$ cat config.mk
export PLATFORM = sky130hd
export DESIGN_NAME = cache_arbiter
export DESIGN_NICKNAME = d
export VERILOG_FILES = /design/src/rtl/cache_arbiter_pkg.sv /design/src/rtl/cache_arbiter.sv
export SDC_FILE = /design/constraint.sdc
export NUM_CORES = 1
export LEC_CHECK = 0
export CAP_MARGIN = 30
export CORE_AREA = 5 5 319 321
export DETAILED_ROUTE_END_ITERATION = 16
export DIE_AREA = 0 0 324 326
export HOLD_SLACK_MARGIN = 0.12
export RECOVER_POWER = 25
export SYNTH_ARGS = -nofsm -noshare
export SYNTH_HDL_FRONTEND = slang
export SYNTH_SLANG_ARGS = --single-unit
$ cat constraint.sdc
create_clock -name clk -period 2.85 [get_ports clk]
set_clock_uncertainty 0.15 [all_clocks]
set_input_delay 0.57 -clock clk [delete_from_list [all_inputs] [get_ports clk]]
set_output_delay 0.57 -clock clk [all_outputs]
set_load 0.01 [all_outputs]
$ cat src/rtl/cache_arbiter_pkg.sv
// Shared types for the I/D cache to physical-memory arbiter.
package cache_arbiter_pkg;

    localparam int ARB_ADDR_W = 16;
    localparam int ARB_LINE_W = 128;

    typedef logic [ARB_LINE_W-1:0] lc3b_line;

    typedef enum logic [1:0] {
        IDLE    = 2'd0,
        GRANT_I = 2'd1,
        GRANT_D = 2'd2,
        RECOVER = 2'd3
    } arb_state_t;

endpackage

$ cat src/rtl/cache_arbiter.sv
// Round-robin arbiter serialising I-cache and D-cache line transactions onto one memory port.
// One transaction in flight; strobes come from registers latched at grant, responses pass straight through.
module cache_arbiter
    import cache_arbiter_pkg::*;
#(
    parameter int ADDR_W = ARB_ADDR_W,
    parameter int LINE_W = ARB_LINE_W
) (
    input  logic              clk,
    input  logic              reset_n,

    input  logic              i_pmem_read,
    input  logic              i_pmem_write,
    input  logic [ADDR_W-1:0] i_pmem_address,
    input  logic [LINE_W-1:0] i_pmem_wdata,
    output logic [LINE_W-1:0] i_pmem_rdata,
    output logic              i_pmem_resp,

    input  logic              d_pmem_read,
    input  logic              d_pmem_write,
    input  logic [ADDR_W-1:0] d_pmem_address,
    input  logic [LINE_W-1:0] d_pmem_wdata,
    output logic [LINE_W-1:0] d_pmem_rdata,
    output logic              d_pmem_resp,

    output logic              pmem_read,
    output logic              pmem_write,
    output logic [ADDR_W-1:0] pmem_address,
    output logic [LINE_W-1:0] pmem_wdata,
    input  logic [LINE_W-1:0] pmem_rdata,
    input  logic              pmem_resp
);

    arb_state_t state;
    logic       last_grant_d;
    logic       i_req;
    logic       d_req;
    logic       grant_i;
    logic       grant_d;

    assign i_req   = i_pmem_read | i_pmem_write;
    assign d_req   = d_pmem_read | d_pmem_write;
    // On contention the client that was not served last wins.
    assign grant_i = i_req & (~d_req | last_grant_d);
    assign grant_d = d_req & ~grant_i;

    always_ff @(posedge clk or negedge reset_n) begin
        if (!reset_n) begin
            state        <= IDLE;
            last_grant_d <= 1'b0;
            pmem_read    <= 1'b0;
            pmem_write   <= 1'b0;
            pmem_address <= '0;
            pmem_wdata   <= '0;
        end else begin
            case (state)
                IDLE: begin
                    if (grant_i) begin
                        state        <= GRANT_I;
                        pmem_read    <= ~i_pmem_write;
                        pmem_write   <= i_pmem_write;
                        pmem_address <= i_pmem_address;
                        pmem_wdata   <= i_pmem_wdata;
                    end else if (grant_d) begin
                        state        <= GRANT_D;
                        pmem_read    <= ~d_pmem_write;
                        pmem_write   <= d_pmem_write;
                        pmem_address <= d_pmem_address;
                        pmem_wdata   <= d_pmem_wdata;
                    end
                end
                GRANT_I, GRANT_D: begin
                    if (pmem_resp) begin
                        state        <= RECOVER;
                        last_grant_d <= (state == GRANT_D);
                        pmem_read    <= 1'b0;
                        pmem_write   <= 1'b0;
                        pmem_address <= '0;
                        pmem_wdata   <= '0;
                    end
                end
                // Gives the finished client a cycle to drop its request before re-arbitration.
                RECOVER: state <= IDLE;
                default: state <= IDLE;
            endcase
        end
    end

    assign i_pmem_resp  = (state == GRANT_I) & pmem_resp;
    assign d_pmem_resp  = (state == GRANT_D) & pmem_resp;
    assign i_pmem_rdata = i_pmem_resp ? pmem_rdata : '0;
    assign d_pmem_rdata = d_pmem_resp ? pmem_rdata : '0;

    a_i_rw_exclusive: assert property (@(posedge clk) disable iff (!reset_n)
        !(i_pmem_read && i_pmem_write));
    a_d_rw_exclusive: assert property (@(posedge clk) disable iff (!reset_n)
        !(d_pmem_read && d_pmem_write));

endmodule

==> results.py, run 1 <==
metrics = {
    "timing": {
        "rsz0062_at_grt": "true",
        "setup_tns_ns": 0,
        "hold_slack_ns": 0.326,
        "hold_violations": 0,
        "relSlewSlack": 0.209,
        "worst_pin_slew_ns": 1.19,
        "slew_viol_final": 0,
        "max_freq_mhz": 360,
        "fin_crit_ns": 2.78,
        "finalSetupViolCount": 0,
        "period_share": 0.975,
    },
    "worst_setup_path": {
        "arrival_ns": 2.06,
        "critPathMaxFanout": 23,
        "critical_path_class": "register to output port",
        "cp.required_ns": 2.13,
        "critPathCaptureType": "output port",
        "cp-start-kind": "register",
    },
    "cts": {
        "clk_pin_slew_ns": 0.07,
        "clock_latency_ns": 0.46,
        "cts-root-buf": "clkbuf_16",
        "cts_max_level": 4,
        "cts.path.max_buffers": 2,
        "cts_tree": "yes",
        "clock-sinks": 149,
        "cts_buffers": 17,
    },
    "logic_synthesis": {
        "ys_seq_area_frac": 0.426,
        "syn_area_mm2": 0.00875,
        "synth_seq_cells": 149,
        "synthCells": 976,
        "yosys.cell_types.count": 25,
        "synth_nets": 1403,
        "ys.warnings.count": 0,
        "synth_area_per_cell_um2": 8.96,
    },
    "floorplan": {
        "dieWidth_um": 324,
        "io_pins": 827,
        "floorplan.initialDensity": 0.0884,
        "rows": 116,
        "die_h_um": 326,
        "die-area_mm2": 0.106,
        "core_mm2": 0.0990,
    },
    "layout": {
        "multi_input_area_mm2": 0.00458,
        "final_cells": 3114,
        "fin_util": 0.197,
        "drive_gt1_frac": 0.0906,
        "final_nets": 2225,
        "fillCellCount": 11100,
        "seq_area_mm2": 0.00373,
        "area_growth_pct": 123,
    },
    "run": {
        "drv_cap": 0,
    },
    "detailed_routing": {
        "avgRoutedWirePerCell_um": 18.3,
        "drc": 0,
        "routed_via_density": 3.40,
        "drt_first_pass_iters": 5,
        "drtAntennaViolNets": 0,
        "via_count": 10600,
        "drt_wl_total_mm": 57.0,
        "drt-initial-drc-count": 371,
    },
    "power_and_ir_drop": {
        "power_density_mw_per_mm2": 772,
        "leakagePower_nw": 9.78,
        "max-vdd-ir-drop_mv": 0.600,
    },
    "global_route": {
        "antenna_found_initial": 4,
        "grt_remaining_overflow": 0,
        "grt_max_degree": 102,
        "grt_pass1_wl_mm": 77.1,
        "grt_pass1_vias": 10700,
        "grt_use_total": 0.100,
    },
    "placement": {
        "dp_cells": 3059,
        "hpwl_mm": 46.1,
        "io_buffers": 826,
        "place_congestion": 0.955,
    },
    "min_path": {
        "min_path_type": "register to register",
    },
    "outcome": {
        "status": "completed",
    },
}
[report_power, final]
part	switching [mW]	total [mW]	internal [mW]
Sequential	0.439	3.37	2.93
Combinational	4.73	9.24	4.50
Clock	1.08	2.42	1.34
Total	6.25	15.0	8.78
[area by class of cell]
cell class | count | share of cell area
repair buffers | 909 | 0.458
multi-input cells | 718 | 0.235
flip-flops and latches | 149 | 0.192
well taps | 1298 | 0.0834
clock buffers | 18 | 0.0226
clock inverters | 14 | 0.00848
diodes | 5 | 0.000643
inverters | 3 | 0.000578
[worst paths after layout]
check | slack (ns) | end | from | cells past startpoint
hold reg to reg | 0.33 | pmem_wdata[5] | pmem_wdata[5] | 2
setup reg to reg | 0.39 | pmem_wdata[51] | state[1] | 8
min in group asynchronous | 0.73 | pmem_wdata[38] | reset_n | 2
setup / recovery | 0.07 | i_pmem_rdata[42] | state[0] | 7
max in group asynchronous | 0.37 | pmem_wdata[102] | reset_n | 3
hold / removal | 0.33 | pmem_wdata[5] | pmem_wdata[5] | 2
[synthesized netlist by cell type, drive strengths merged]
library cell	number	area share
o41ai	1	0.0010
nor2	5	0.0021
a21oi	2	0.0011
dfrtp	149	0.43
inv	3	0.0013
nand2b	1	0.00072
a31o	1	0.0010
mux2i	147	0.17
ha	4	0.0057
and3	256	0.18
or2	1	0.00072
clkbuf	77	0.033
o22a	1	0.0010
o21ai	144	0.082
o31ai	1	0.00086
buf	29	0.022
o22ai	1	0.00072
and2	2	0.0014
mux2	2	0.0026
nand2	148	0.063
a32oi	1	0.0010
[layout by cell type (no fill, tap or decap), types with 3 or more instances in the layout]
cell	Yosys	layout
clkdlybuf4s50_1	0	567
and3_1	256	254
dfrtp_1	149	149
dlygate4sd2_1	0	149
nand2_1	148	148
mux2i_1	147	147
o21ai_0	84	84
clkdlybuf4s15_1	0	65
o21ai_1	60	60
buf_4	1	52
clkbuf_2	0	35
clkbuf_16	0	18
buf_12	0	15
inv_6	0	6
dlymetal6s2s_1	0	6
diode_2	0	5
nor2_1	5	5
clkdlybuf4s15_2	0	5
buf_6	8	5
bufbuf_16	0	3
[worst max-delay path, stage by stage, from the launching register on]
cell	delay (ns)
dfrtp_1	0.39
buf_4	0.14
ha_4	0.16
buf_12	0.15
buf_12	0.14
buf_16	0.15
and3_1	0.15
dlygate4sd2_1	0.28
[kinds of logic (layout without fill, tap and decap cells)]
group                      Yosys count  in the layout  share of synthesized area
AOI/OAI and AO/OA                  152            152                     0.0891
and+or+nand+nor                    413            413                      0.252
other                                0              5                          0
DFF                                149            149                      0.426
buffers and inverters              109            944                     0.0568
muxes                              149            149                      0.171
adders and majority gates            4              4                    0.00572
[per-layer routing]
layer,GRT usage,share of wire,vias up
met4,0.0308,0.021,0
met2,0.166,0.46,521
met3,0.0319,0.094,46
met5,0,0,-
li1,-,-,5091
met1,0.124,0.42,4932
[stage by stage]
stage	instance area (µm²)	power (mW)	worst slack, ns
2_1_floorplan	8750	7.37	0.720
3_3_place_gp	18800	12.5	0.108
3_5_place_dp	18800	12.5	0.107
4_1_cts	19500	15.2	-0.168
5_1_grt	19500	16.1	-0.0229
6_report	19500	15.0	0.0724
[what timing repair did]
action                                 4_1_cts  5_1_grt
hold buffers                                 1        0
buffers inserted                             7        5
pin swaps                                    2        0
cloned                                       4        1
setup endpoints to repair                  258       40
gates resized for setup                    305      112
endpoints found under the hold margin       39        0
[state kept, by name (all words and copies together) (netlist names)]
| name | count |
|---|---|
| pmem_write | 1 |
| state | 2 |
| pmem_read | 1 |
| pmem_wdata | 128 |
| last_grant_d | 1 |
| pmem_address | 16 |
(Power assumes the default switching activity.)
==> run 2: changes to the inputs <==
Settings changed: GPL_TIMING_DRIVEN from default to 0, SKIP_LAST_GASP from default to 1.
==> run 2 against run 1 <==
The flow now finishes with violations (max-capacitance violations, max-slew violations). Sequential share of layout area about the same. Flip-flop and latch count stayed put. Sequential power about the same. Final cell count increased by 1.9%. Combinational power is 13% higher. Register-to-register slack got worse by 0.23 ns. Critical path type unchanged. Largest cell class unchanged. Highest routed layer is now met5.
==> results.py, run 2 (synthesis gave the netlist of run 1 again) <==
metrics = {
    "outcome": {
        "violations": "max-capacitance violations, max-slew violations",
        "status": "complete, but fails checks",
    },
    "placement": {
        "io_buffers": 825,
        "place_area_mm2": 0.0187,
        "place_congestion": 0.916,
        "hpwl_mm": 56.7,
    },
    "power_and_ir_drop": {
        "power.internal_mw": 9.07,
        "combPwrFrac": 0.641,
        "p_sw_mw": 7.15,
        "seqPwrFrac": 0.208,
        "power.share.clock": 0.151,
        "max-vdd-ir-drop_mv": 0.466,
        "leakagePower_nw": 9.73,
        "p_sw_frac": 0.441,
        "power_density_mw_per_mm2": 833,
    },
    "global_route": {
        "grt_pass1_vias": 11300,
        "grt_pass1_wl_mm": 89.5,
        "grt_remaining_overflow": 0,
        "grt_use_total": 0.120,
        "grt_max_degree": 77,
        "antenna_found_initial": 6,
    },
    "floorplan": {
        "dieWidth_um": 324,
        "die-area_mm2": 0.106,
        "io_pins": 827,
        "core_mm2": 0.0990,
        "rows": 116,
        "die_h_um": 326,
        "floorplan.initialDensity": 0.0884,
    },
    "timing": {
        "fin_crit_ns": 2.85,
        "finalSetupViolCount": 0,
        "hold_violations": 0,
        "relSlewSlack": -0.171,
        "max_freq_mhz": 351,
        "slew_viol_final": 74,
        "setup_tns_ns": 0,
        "hold_slack_ns": 0.327,
        "worst_pin_slew_ns": 1.76,
        "period_share": 0.999,
        "rsz0062_at_grt": "true",
    },
    "layout": {
        "multi_input_area_mm2": 0.00464,
        "final_cell_mix": "clkdlybuf4s50_1, and3_1, dfrtp_1",
        "final_common_cell": "clkdlybuf4s50_1",
        "final_nets": 2278,
        "largest-register": "pmem_wdata",
        "drive_gt1_frac": 0.165,
        "area_growth_pct": 123,
        "seq_area_mm2": 0.00373,
        "reg.largest.list": "pmem_wdata: 128 flops, pmem_address: 16 flops, state: 2 flops",
        "fillCellCount": 11200,
        "final_cell_area_mm2": 0.0195,
        "largest_register_ffs": 128,
    },
    "cts": {
        "clk_pin_slew_ns": 0.06,
        "cts-root-buf": "clkbuf_16",
        "clock_latency_ns": 0.47,
        "clock-sinks": 149,
        "cts_max_level": 4,
        "cts_tree": "yes",
        "cts_buffers": 17,
        "cts.path.max_buffers": 2,
    },
    "detailed_routing": {
        "drt_first_pass_iters": 5,
        "drtAntennaViolNets": 0,
        "avgRoutedWirePerCell_um": 21.5,
        "drc": 0,
        "drt_wl_total_mm": 68.3,
        "via_count": 11200,
        "drt-initial-drc-count": 488,
        "routed_via_density": 3.53,
    },
    "worst_setup_path": {
        "critPathMaxFanout": 10,
        "critical_path_class": "register to output port",
        "cp.required_ns": 2.13,
        "cp-start-kind": "register",
        "critPathCaptureType": "output port",
        "arrival_ns": 2.13,
    },
    "min_path": {
        "min_path_type": "register to register",
    },
    "run": {
        "drv_cap": 1,
    },
}
-- run 2: cell count changes in the layout (fill, tap and decap cells not counted), sizes merged --
| cell | before | now |
|---|---|---|
| buf | 77 | 78 |
| bufbuf | 3 | 0 |
| bufinv | 2 | 3 |
| clkbuf | 54 | 203 |
| clkdlybuf4s15 | 70 | 34 |
| clkdlybuf4s50 | 567 | 566 |
| clkinvlp | 1 | 4 |
| diode | 5 | 10 |
| dlygate4sd2 | 149 | 90 |
| dlymetal6s2s | 6 | 8 |
| inv | 11 | 7 |
-- run 2: repair_timing --
action | 4_1_cts | 5_1_grt
endpoints found under the setup margin | 393 | 353
cloned | 3 | 4
hold buffers | 1 | 0
gates resized for setup | 437 | 329
pin swaps | 1 | 1
hold endpoints to repair | 73 | 0
setup buffers | 15 | 7
-- run 2: path summary, 6_finish.rpt --
path / from / to / slack [ns] / cells after the start
max in group asynchronous: reset_n / state[0] / 0.41 / 3
min in group asynchronous: reset_n / pmem_wdata[26] / 0.91 / 2
setup reg to reg: state[0] / pmem_wdata[108] / 0.16 / 10
setup / recovery: state[1] / i_pmem_rdata[18] / 0.003 / 7
hold reg to reg: pmem_wdata[2] / pmem_wdata[2] / 0.33 / 2
hold / removal: pmem_wdata[2] / pmem_wdata[2] / 0.33 / 2
-- run 2: power by group through the flow --
stage          sequential [mW]  clock, mW  combinational [mW]
2_1_floorplan             3.68          0                3.69
3_3_place_gp              3.36          0                9.66
3_5_place_dp              3.39          0                9.74
4_1_cts                   3.37       2.57                10.3
5_1_grt                   3.46       2.62                11.2
6_report                  3.37       2.45                10.4
-- run 2: routing by layer --
layer  track usage  part of all wire  vias to the layer above
met2         0.185              0.43                      579
met5             0           0.00019                        -
met3        0.0362             0.099                       57
met1         0.159              0.44                     5353
li1              -                 -                     5199
met4        0.0423             0.027                        2
-- run 2: stage by stage --
| step | instances | total power, mW | utilization | worst slack (ns) |
|---|---|---|---|---|
| 2_1_floorplan | 976 | 7.37 | - | 0.720 |
| 3_3_place_gp | 3099 | 13.0 | 0.188 | -5.63 |
| 3_5_place_dp | 3101 | 13.1 | 0.189 | -1.14 |
| 4_1_cts | 3152 | 16.2 | 0.198 | -0.250 |
| 5_1_grt | 3162 | 17.3 | 0.196 | -0.121 |
| 6_report | 3172 | 16.2 | 0.197 | 0.00332 |
-- run 2: final cells by class --
type                    count  share of cell area
clock buffers              18              0.0220
well taps                1298              0.0834
repair buffers            857               0.410
plain buffers             105              0.0441
diodes                     10             0.00129
flip-flops and latches    149               0.191
clock inverters            14             0.00893
multi-input cells         718               0.238
inverters                   3            0.000578
-- run 2: worst max-delay path, stage by stage (launching register included) --
cell             delay, ns
dfrtp_1               0.39
inv_2                 0.08
ha_4                  0.22
clkbuf_16             0.17
buf_4                 0.14
clkbuf_16             0.18
and3_1                0.17
clkdlybuf4s15_1       0.30
==> run 3: changes to the inputs <==
Settings changed: CORE_AREA 5 5 319 321 to 5 5 317 319, CTS_BUF_LIST from default to sky130_fd_sc_hd__clkbuf_4 sky130_fd_sc_hd__clkbuf_8, DIE_AREA 0 0 324 326 to 0 0 322 324, DONT_BUFFER_PORTS from default to 1.
==> run 3 against run 2 <==
The run ends with negative hold slack left. Non-clock buffer count down 570. Global-route usage down 0.82 points. Register-to-register slack better by 0.03 ns. Clock-buffer cell count unchanged. Sequential power up 24%. Worst setup slack better by 0.053 ns. Wire length down 6.7%. Final cell count down 18%. Clock power down 23%. Critical path type is now input port to output port. Critical endpoint is now d_pmem_rdata[47]. Largest cell class is now multi-input gates. Largest power group unchanged.
==> results.py, run 3 (synthesis gave the netlist of run 1 again) <==
metrics = {
    "timing": {
        "period_share": 0.980,
        "slew_viol_final": 0,
        "max_freq_mhz": 358,
        "relSlewSlack": 0.492,
        "fin_ws_ns": 0.0561,
        "rsz0062_at_grt": "true",
        "hold_slack_ns": -0.425,
        "fin_crit_ns": 2.79,
        "worst_pin_slew_ns": 0.762,
        "hold_violations": 149,
        "finalSetupViolCount": 0,
    },
    "worst_setup_path": {
        "critical_path_class": "input port to output port",
        "cp-start-kind": "input port",
        "rrSetupSlack_ns": 0.19,
        "critPathCaptureType": "output port",
        "r2r.worst_path.cells": 9,
        "timing.rr.start": "state[1]",
        "cp.required_ns": 2.13,
        "r2r_end": "pmem_wdata[20]",
        "slowest_stage": "clkbuf_1",
        "critPathMaxFanout": 10,
        "path_cells": "buf_2 > clkbuf_2 > clkbuf_1 > and3_2",
        "arrival_ns": 2.07,
        "cpPeakStageDelay_ns": 0.49,
    },
    "cts": {
        "clock-sinks": 149,
        "cts_tree": "yes",
        "cts.path.max_buffers": 2,
        "clock_latency_ns": 0.54,
        "clk_pin_slew_ns": 0.11,
        "cts_max_level": 4,
        "holdBufCountCts": 286,
        "cts_buffers": 17,
        "cts-root-buf": "clkbuf_8",
        "post_cts_buffers": 0,
    },
    "global_route": {
        "met3_usage": 0.0663,
        "antenna_found_initial": 22,
        "grt_use_met2": 0.170,
        "busiest_layer": "met2",
        "grt_remaining_overflow": 0,
        "grt_pass1_vias": 10000,
        "grt_use_total": 0.112,
        "grt_max_degree": 150,
        "use_met1": 0.119,
        "grt_pass1_wl_mm": 81.2,
    },
    "power_and_ir_drop": {
        "finalPower_mw": 12.8,
        "leakagePower_nw": 6.78,
        "max-vdd-ir-drop_mv": 0.621,
        "power_density_mw_per_mm2": 921,
    },
    "layout": {
        "reg.largest.list": "pmem_wdata: 128 flops, pmem_address: 16 flops, state: 2 flops",
        "fin_util": 0.143,
        "fillCellCount": 11000,
        "area_growth_pct": 59.2,
        "multi_input_area_mm2": 0.00459,
        "seq_area_mm2": 0.00373,
        "final_common_cell": "dlygate4sd3_1",
        "largest-register": "pmem_wdata",
        "final_nets": 1708,
        "drive_gt1_frac": 0.110,
        "largest_register_ffs": 128,
        "final_cell_mix": "dlygate4sd3_1, and3_1, dfrtp_1",
    },
    "min_path": {
        "min_path_type": "input port to asynchronous set/reset pin",
    },
    "floorplan": {
        "io_pins": 827,
        "dieWidth_um": 322,
        "die_h_um": 324,
        "floorplan.initialDensity": 0.0897,
        "core_mm2": 0.0976,
        "die-area_mm2": 0.104,
        "rows": 115,
    },
    "detailed_routing": {
        "drt-initial-drc-count": 747,
        "via_count": 9894,
        "drc": 0,
        "avgRoutedWirePerCell_um": 24.5,
        "drt_wl_total_mm": 63.7,
        "drtAntennaViolNets": 0,
        "routed_via_density": 3.81,
        "drt_first_pass_iters": 5,
    },
    "placement": {
        "place_ws_ns": -0.553,
        "place_congestion": 1.04,
        "io_buffers": 0,
        "hpwl_mm": 48.7,
    },
    "outcome": {
        "violations": "negative hold slack",
        "status": "complete, but fails checks",
    },
    "run": {
        "drv_cap": 0,
    },
}
[run 3: cell types whose count changed in the layout (fill, tap and decap cells not counted), sizes merged, moves of 3 or more]
| cell | change |
|---|---|
| clkdlybuf4s15 | -34 |
| clkbuf | -110 |
| dlygate4sd3 | +285 |
| buf | -47 |
| clkinvlp | -3 |
| inv | +3 |
| dlymetal6s2s | -8 |
| diode | +9 |
| dlygate4sd2 | -90 |
| clkdlybuf4s50 | -566 |
[run 3: what timing repair did]
action	in CTS	in global routing
gates resized for setup	94	36
hold endpoints to repair	292	149
endpoints found under the setup margin	381	154
[run 3: final cells by class]
type,instances,share of cell area
Buffer,106,0.0477
Clock buffer,18,0.0178
Timing Repair Buffer,286,0.205
Inverter,3,0.000808
Tap cell,1287,0.116
Antenna cell,19,0.00341
Clock inverter,14,0.0119
Multi-Input combinational cell,718,0.330
Sequential cell,149,0.268
[run 3: worst max path at each step]
stage                     start           endpoint  slack [ns]  cells after the start
floorplan             pmem_resp    d_pmem_rdata[0]        0.72                      4
global placement    d_pmem_read     pmem_wdata[45]       -0.53                      7
detailed placement  d_pmem_read     pmem_wdata[45]       -0.55                      7
CTS                    state[1]   i_pmem_rdata[14]       -0.03                      5
global route           state[0]  d_pmem_rdata[100]      -0.009                      5
finish                pmem_resp   d_pmem_rdata[47]        0.06                      4
[run 3: power breakdown]
| part | internal [mW] | total [mW] | switching (mW) |
|---|---|---|---|
| sequential | 2.92 | 4.19 | 1.27 |
| clock | 0.828 | 1.88 | 1.06 |
| combinational | 2.40 | 6.75 | 4.35 |
| total | 6.15 | 12.8 | 6.68 |
[run 3: stage by stage]
| step | instances | setup TNS [ns] | cell area [µm²] | hold slack [ns] |
|---|---|---|---|---|
| after global routing | 2595 | -0.0279 | 13900 | -0.519 |
| after CTS | 2581 | -0.0471 | 13800 | -0.558 |
| after global placement | 2263 | -39.83 | 10400 | 0.128 |
| final | 2600 | 0 | 13900 | -0.425 |
| after detailed placement | 2263 | -50.12 | 10400 | 0.128 |
| after floorplan | 976 | 0 | 8750 | 0.124 |
[run 3: worst max-delay path, delay by kind of cell]
kind | cells | cell delay (ns)
AND/OR/NAND/NOR | 1 | 0.37
buffers and inverters | 3 | 1.13
[run 3: layer usage]
layer / part of all wire / vias up
li1: - / 4058
met1: 0.36 / 4804
met2: 0.44 / 849
met3: 0.14 / 173
met4: 0.061 / 10
met5: 0.0011 / -
